## src/rtl/regfile_pkg.sv

```systemverilog
// regfile_pkg: shared widths, register count and types for the register file
package regfile_pkg;
   localparam int DATA_W = 32;
   localparam int ADDR_W = 5;
   localparam int NUM_REGS = 2 ** ADDR_W;
   typedef logic [ADDR_W-1:0] reg_addr_t;
   typedef logic [DATA_W-1:0] reg_data_t;
   localparam reg_addr_t ZERO_REG = 5'd0;
endpackage

```

## src/rtl/register_file_if.sv

```systemverilog
// register_file_if: write port and two read ports of the register file
interface register_file_if;
   import regfile_pkg::*;
   logic      wr_en;
   reg_addr_t wr_addr;
   reg_data_t wr_data;
   reg_addr_t rd_addrA;
   reg_addr_t rd_addrB;
   reg_data_t rd_dataA;
   reg_data_t rd_dataB;
   modport master (
      output wr_en, wr_addr, wr_data, rd_addrA, rd_addrB,
      input  rd_dataA, rd_dataB
   );
   modport slave (
      input  wr_en, wr_addr, wr_data, rd_addrA, rd_addrB,
      output rd_dataA, rd_dataB
   );
endinterface

```

## src/rtl/regfile_read_port.sv

```systemverilog
// regfile_read_port: combinational read mux with r0 forced to zero; REGFILE_BYPASS_EN adds write forwarding
module regfile_read_port
   import regfile_pkg::*;
(
   input  reg_addr_t rd_addr,
   input  reg_data_t regs [NUM_REGS],
`ifdef REGFILE_BYPASS_EN
   input  logic      wr_en,
   input  reg_addr_t wr_addr,
   input  reg_data_t wr_data,
`endif
   output reg_data_t rd_data
);
   // select stored word, r0 always reads zero, optional same-cycle forwarding of the pending write
   always_comb begin
`ifdef REGFILE_BYPASS_EN
      rd_data = (rd_addr == ZERO_REG) ? '0 :
                (wr_en && rd_addr == wr_addr) ? wr_data : regs[rd_addr];
`else
      rd_data = (rd_addr == ZERO_REG) ? '0 : regs[rd_addr];
`endif
   end
endmodule

```

## src/rtl/register_file.sv

```systemverilog
// register_file: 32x32 storage, one synchronous write port, two combinational read ports; optional REGFILE_BYPASS_EN
module register_file
   import regfile_pkg::*;
(
   register_file_if.slave bus,
   input logic            elk,
   input logic            nrst
);
   reg_data_t regs_q [NUM_REGS];
   reg_data_t regs_d [NUM_REGS];
   // next storage contents: apply the write unless it targets r0
   always_comb begin
      regs_d = regs_q;
      if (bus.wr_en && bus.wr_addr != ZERO_REG) regs_d[bus.wr_addr] = bus.wr_data;
   end
   // storage flops, cleared immediately whenever nrst is low
   always_ff @(posedge elk or negedge nrst) begin
      if (!nrst) regs_q <= '{default: '0};
      else regs_q <= regs_d;
   end
   regfile_read_port u_port_a (
      .rd_addr (bus.rd_addrA),
      .regs    (regs_q),
`ifdef REGFILE_BYPASS_EN
      .wr_en   (bus.wr_en),
      .wr_addr (bus.wr_addr),
      .wr_data (bus.wr_data),
`endif
      .rd_data (bus.rd_dataA)
   );
   regfile_read_port u_port_b (
      .rd_addr (bus.rd_addrB),
      .regs    (regs_q),
`ifdef REGFILE_BYPASS_EN
      .wr_en   (bus.wr_en),
      .wr_addr (bus.wr_addr),
      .wr_data (bus.wr_data),
`endif
      .rd_data (bus.rd_dataB)
   );
endmodule

```

## src/flat_wrapper.sv

```systemverilog
// flat-port wrapper written by rule: the top's interface ports become plain ports
module register_file_flat import regfile_pkg::*;
  (elk, nrst, bus_wr_en, bus_wr_addr, bus_wr_data, bus_rd_addrA, bus_rd_addrB, bus_rd_dataA, bus_rd_dataB);
  register_file_if bus_i ();
  input logic elk;
  input logic nrst;
  input wire logic [$bits(bus_i.wr_en)-1:0] bus_wr_en;
  input wire logic [$bits(bus_i.wr_addr)-1:0] bus_wr_addr;
  input wire logic [$bits(bus_i.wr_data)-1:0] bus_wr_data;
  input wire logic [$bits(bus_i.rd_addrA)-1:0] bus_rd_addrA;
  input wire logic [$bits(bus_i.rd_addrB)-1:0] bus_rd_addrB;
  output wire logic [$bits(bus_i.rd_dataA)-1:0] bus_rd_dataA;
  output wire logic [$bits(bus_i.rd_dataB)-1:0] bus_rd_dataB;
  assign bus_i.wr_en = bus_wr_en;
  assign bus_i.wr_addr = bus_wr_addr;
  assign bus_i.wr_data = bus_wr_data;
  assign bus_i.rd_addrA = bus_rd_addrA;
  assign bus_i.rd_addrB = bus_rd_addrB;
  assign bus_rd_dataA = bus_i.rd_dataA;
  assign bus_rd_dataB = bus_i.rd_dataB;
  register_file u_core (.bus(bus_i), .elk(elk), .nrst(nrst));
endmodule
```

## config.mk

```make
export PLATFORM = sky130hd
export DESIGN_NAME = register_file_flat
export DESIGN_NICKNAME = d
export VERILOG_FILES = /design/src/rtl/regfile_pkg.sv /design/src/rtl/register_file_if.sv /design/src/rtl/regfile_read_port.sv /design/src/rtl/register_file.sv /design/src/flat_wrapper.sv
export SDC_FILE = /design/constraint.sdc
export NUM_CORES = 2
export LEC_CHECK = 0
export CORE_AREA = 3 3 433 435
export CTS_CLUSTER_SIZE = 8
export DETAILED_ROUTE_END_ITERATION = 8
export DIE_AREA = 0 0 436 438
export SYNTH_ARGS = -nofsm -noshare
export SYNTH_HDL_FRONTEND = slang
export SYNTH_SLANG_ARGS = --single-unit
```

## constraint.sdc

```tcl
create_clock -name elk -period 2.85 [get_ports elk]
set_input_delay 0.57 -clock elk [delete_from_list [all_inputs] [get_ports elk]]
set_output_delay 0.57 -clock elk [all_outputs]
set_load 0.01 [all_outputs]
```

# Word-level counts from Yosys, hierarchy flattened
# Index checks and enable logic that the tools add are counted.
# totals
regBits	1024
out_inout_bits	64
elab_cells	55
inputBits	50
# classes
mux	11
reduce_logical	5
n_lt_le_gt_ge	4
bitwise_logic	3
# op_table
operator	count
1024-bit bitwise mux	1
32-bit binary-select mux with 5-bit select	2
32-bit 2-to-1 mux	7
32-bit demux with 5-bit select	1
6-bit >= comparator (second input constant)	3
5-bit NOT with 6-bit output	3
5-bit zero test	2
6-bit by 1-bit less-than comparator with 1-bit output (second input constant)	1
5-bit nonzero test	1
1-bit logical AND	2

# Longest topological paths before layout
# logic_depth
word_depth	6
depth_mapped	7
depth_no_buf	4

# Modules after synthesis
# A second synthesis with hierarchy kept.
# unflattened
hier_cells	3615
area_unflattened_um2	54808.8
# by_module_without_submodules
mod	area_per_inst_um2	instances	cells_per_inst
register_file	38072.8	1	2287
regfile_read_port	8368.0	2	664

# Worst setup path before layout
# No wires, ideal clock.
# synth_timing
path_kind	input -> output
startpoint	input port bus_rd_addrA[0]
endpoint	output port bus_rd_dataA[12]
cell_stages	7
path_slack_ns	0.352
path_buffers	3
t_required_ns	2.280
arrival_time_ns	1.928
cell_sequence	buf_4 buf_8 and2b_4 buf_6 a221oi_1 o21ai_0 a311oi_1
# synth_between
elab_chain_len	5
elab_cells_between_ends	6
# synth_lines
item	line_no	source
start, declared	flat_wrapper.sv:10	input wire logic [$bits(bus_i.rd_addrA)-1:0] bus_rd_addrA;
5-bit NOT with 6-bit output (not written as such)	regfile_read_port.sv:20	rd_data = (rd_addr == ZERO_REG) ? '0 : regs[rd_addr];
32-bit binary-select mux with 5-bit select	regfile_read_port.sv:20	
32-bit 2-to-1 mux (not written as such) (2 in a row)	regfile_read_port.sv:20	
32-bit 2-to-1 mux *	regfile_read_port.sv:20	
end, declared	flat_wrapper.sv:12	output wire logic [$bits(bus_i.rd_dataA)-1:0] bus_rd_dataA;
# Mark *: on every way between the ends. The rest lies on a longest branch, timed or not. The select of a mux whose other input is x is not followed.

# Worst setup path after layout
# layout_timing
startpoint	input port bus_rd_addrA[2]
endpoint	output port bus_rd_dataA[31]
# The elaborated chain is that of the path after synthesis.

==> summary.md <==
| Metric | Value |
|---|---|
| Site row count | `157` |
| Post-synthesis cell count | `around 3,600` |
| Number of max-cap violations | `0` |
| Number of synthesized flops with an enable pin | `0` |
| Max-Slew Margin vs Limit | `0.491` |
| Detail Placement HPWL | `around 120,000 µm` |
| Buffers from clock root to sink, at most | `3` |
| Total iterations of the first detailed-routing run | `5` |
| Clock-pin slew on the worst setup and hold paths | `0.05 ns` |
| Worst-case vdd ir drop | `669 µV` |
| Ports placed on the boundary | `114` |
| Layout cells sized above 1 | `0.643` |
| Overall track demand over capacity in global routing | `0.198` |
| Number of cells on the critical path | `9` |
| Master of the slowest instance on the critical path | `sky130_fd_sc_hd__mux4_2` |
| Delay of the slowest cell on the worst path | `~0.33 ns` |
| Status | `finished with violations` |
| Final critical-path required period | `between 3 and 4 ns` |
| Bufs and invs on worst path | `5` |
| Least setup slack across all paths after layout | `-0.201 ns` |
| Register ranked first by flip-flop count | `u_core.regs_q` |
| Worst-Skew Late Latency | `0.75 ns` |
| Final Non-Filler Cells | `between 6,000 and 7,000` |
| Total leakage power | `between 0.02 and 0.03 µW` |
| Worst hold slack across all endpoints | `about 0.36 ns` |
| FF/Latch Area | `25,600 µm²` |
| Area used by multi-input combinational logic | `approximately 29,000 µm²` |
| TritonCTS Sinks | `1,024` |
| Design Power | `45,500 µW` |
| Core Box Area | `183,000 µm²` |
| Largest net degree at the start of global routing | `92` |
| Average wire per cell in the routed design | `just under 30 µm` |
| Number of flip-flops under the largest register name | `1,024` |
| DRT iter0 DRCs | `2,866` |
| Die Outline Area | `191,000 µm²` |
| FF+latch count, synth | `between 1,000 and 1,500` |
| Number of placed cells counting well taps | `6,277` |
| Pins Over Slew Limit | `0` |
| Highest achievable clock rate | `0.328 GHz` |
| RSZ-0062 raised after global routing | `yes` |
| Remaining antenna violation count | `0` |
| Sequential cell area fraction in the yosys report | `0.466` |
| Unique masters post-synth | `40` |
| Vias in the first global route | `between 30,000 and 40,000` |
| Largest registers | `u_core.regs_q (1024)` |
| Kind of cell adding the most delay to the critical path | `buffers and inverters` |
| Die height | `438 µm` |
| Startpoint type of the worst setup path | `input pin` |
| Gp weighted congestion | `0.823` |
| Mean area per synthesized cell | `approximately 15 µm²` |
| Crit-path max FO | `17` |
| Number of cell instances on the worst register-to-register path | `3` |
| Grt ovf | `0` |
| Worst setup path category | `in2out` |
| Total via count in the routed design | `36,647` |
| Worst min-delay path class | `in2async` |
| Arr. time, crit path | `2.48 ns` |
| Number of buffers inserted by port buffering | `113` |
| Width of the die | `436 µm` |
| # fillers | `17,188` |
| Violated checks | `negative setup slack` |
| Share of async-settable or async-resettable flops after synthesis | `1.00` |
| CTS root buffer | `sky130_fd_sc_hd__clkbuf_16` |
| Count of warnings emitted by yosys | `0` |
| Area growth, synth to finish | `26.3%` |
| Primary flip-flop cell chosen by synthesis mapping | `sky130_fd_sc_hd__dfrtp_1` |
| Worst Clk Skew | `0 ns` |
| Hold Fails Final Rpt | `0` |
| H-tree depth | `4` |
| Clock tree from TritonCTS | `yes` |
| Number of endpoints failing setup at the final stage | `64` |
| Setup slack on the worst flop-to-flop path | `1.84 ns` |
| Required time at the endpoint of the critical path | `2.28 ns` |
| Number of nets in the layout | `4,078` |
| Cells along the critical path | `buf_12, buf_12, buf_4, mux4_2, mux2_4, o21ai_2, a311oi_2, buf_4, buf_2` |
| Net count of the mapped netlist | `approximately 3,700` |
| Mapped Area | `55,000 µm²` |
| Transition time at the pin with the least slew margin | `around 0.76 ns` |
| Final Cycle Share | `1.07` |
| Critical path capture point type | `output port` |
| Cell area power density | `655 nW/µm²` |
| Avg Vias per Cell | `5.63` |
| Wire length of the first global-routing pass | `278,000 µm` |
| Initial standard-cell utilization of the core | `0.300` |
| Total length of routed wires | `192,000 µm` |
| Initial antenna violation count | `6` |
| CTS buffer count | `146` |
| DR DRC count | `0` |
## routing by layer
layer  up-vias  global-route usage  share of wire
met5         -                   0              0
met4         0              0.0884          0.043
met3       373              0.0309          0.055
met2      1306               0.327           0.49
met1     20087               0.257           0.41
li1      14881                   -              -
## what timing repair did
action | 4_1_cts | 5_1_grt
setup buffers | 63 | 28
endpoints found under the setup margin | 64 | 64
gates resized for setup | 592 | 121
pin swaps | 114 | 72
hold buffers | 1 | 0
cloned | 10 | 2
endpoints found under the hold margin | 24 | 0
## worst reg2reg max path: cells and delay by family (launching register included)
family   cells  cell delay [ns]
buf+inv      2             0.24
mux          1             0.26
flops        1             0.39
## layout by cell type, fill, tap and decap left out, drive strengths merged, types with 46 or more instances in the layout
cell type,instances
a311oi,64
mux4,448
mux2i,128
a221oi,46
a22oi,64
a211oi,64
dfrtp,1024
buf,644
mux2,1056
o21ai,110
nor2b,67
nand2,52
clkbuf,157
## worst paths after layout
check | from | endpoint
max in group asynchronous | nrst | u_core.regs_q[329]
hold / removal | nrst | u_core.regs_q[864]
setup reg to reg | u_core.regs_q[826] | u_core.regs_q[826]
hold reg to reg | u_core.regs_q[1012] | u_core.regs_q[1012]
min in group elk | u_core.regs_q[1012] | u_core.regs_q[1012]
setup / recovery | bus_rd_addrA[2] | bus_rd_dataA[31]
## area by class of cell
cell class	count	area share
multi-input cells	2164	0.417
flip-flops and latches	1024	0.369
repair buffers	690	0.112
clock buffers	155	0.0546
well taps	2464	0.0444
clock inverters	11	0.00229
inverters	2	0.000216
diodes	2	0.0000721
## synth_stat cells (2+ instances only)
library cell / count / area, µm²
sky130_fd_sc_hd__a22oi_1: 64 / 480
sky130_fd_sc_hd__o21ai_0: 17 / 85.1
sky130_fd_sc_hd__nand3b_1: 4 / 30.0
sky130_fd_sc_hd__buf_2: 112 / 561
sky130_fd_sc_hd__buf_4: 64 / 480
sky130_fd_sc_hd__or2_1: 2 / 12.5
sky130_fd_sc_hd__a211oi_1: 64 / 480
sky130_fd_sc_hd__nand2_1: 52 / 195
sky130_fd_sc_hd__a221oi_1: 45 / 394
sky130_fd_sc_hd__or4_4: 2 / 22.5
sky130_fd_sc_hd__nor3b_1: 4 / 30.0
sky130_fd_sc_hd__buf_12: 2 / 40.0
sky130_fd_sc_hd__buf_1: 2 / 7.51
sky130_fd_sc_hd__nand3_1: 2 / 10.0
sky130_fd_sc_hd__and2_1: 2 / 12.5
sky130_fd_sc_hd__buf_6: 69 / 777
sky130_fd_sc_hd__mux4_2: 448 / 10100
sky130_fd_sc_hd__clkbuf_1: 172 / 646
sky130_fd_sc_hd__nor2_1: 12 / 45.0
sky130_fd_sc_hd__a311oi_1: 64 / 561
sky130_fd_sc_hd__mux2i_1: 128 / 1280
sky130_fd_sc_hd__inv_2: 2 / 7.51
sky130_fd_sc_hd__nand2b_1: 2 / 12.5
sky130_fd_sc_hd__mux2_2: 1016 / 11400
sky130_fd_sc_hd__nor2b_1: 66 / 413
sky130_fd_sc_hd__dfrtp_1: 1024 / 25600
sky130_fd_sc_hd__o21ai_1: 93 / 465
sky130_fd_sc_hd__mux2_1: 40 / 450
sky130_fd_sc_hd__nor2_2: 11 / 68.8
sky130_fd_sc_hd__o2111ai_1: 18 / 158
## power by group
group | switching [µW] | total, µW | leakage (µW) | internal (µW)
registers | 2040 | 19400 | 0.0131 | 17300
logic | 4090 | 10400 | 0.0144 | 6270
clock network | 6370 | 15800 | 0.00194 | 9400
total | 12500 | 45500 | 0.0294 | 33000
## metrics by stage
stage | setup slack [ns] | util | TNS, ns | cell area [µm²]
5_1_grt | -0.311 | 0.378 | -10.53 | 69400
3_3_place_gp | -0.958 | 0.342 | -45.10 | 62700
6_report | -0.201 | 0.378 | -6.04 | 69400
3_5_place_dp | -0.911 | 0.342 | -44.89 | 62700
4_1_cts | -0.294 | 0.374 | -9.96 | 68600
2_1_floorplan | 0.352 | - | 0 | 55000
## logic make-up (layout without fill, tap and decap cells)
family | after synthesis | after routing | share of synthesized area
simple gates | 166 | 166 | 0.0166
mux | 1632 | 1632 | 0.423
compound gates | 366 | 366 | 0.0480
flops | 1024 | 1024 | 0.466
buf+inv | 425 | 858 | 0.0462
other cells | 0 | 2 | 0
(Power assumes the default switching activity.)
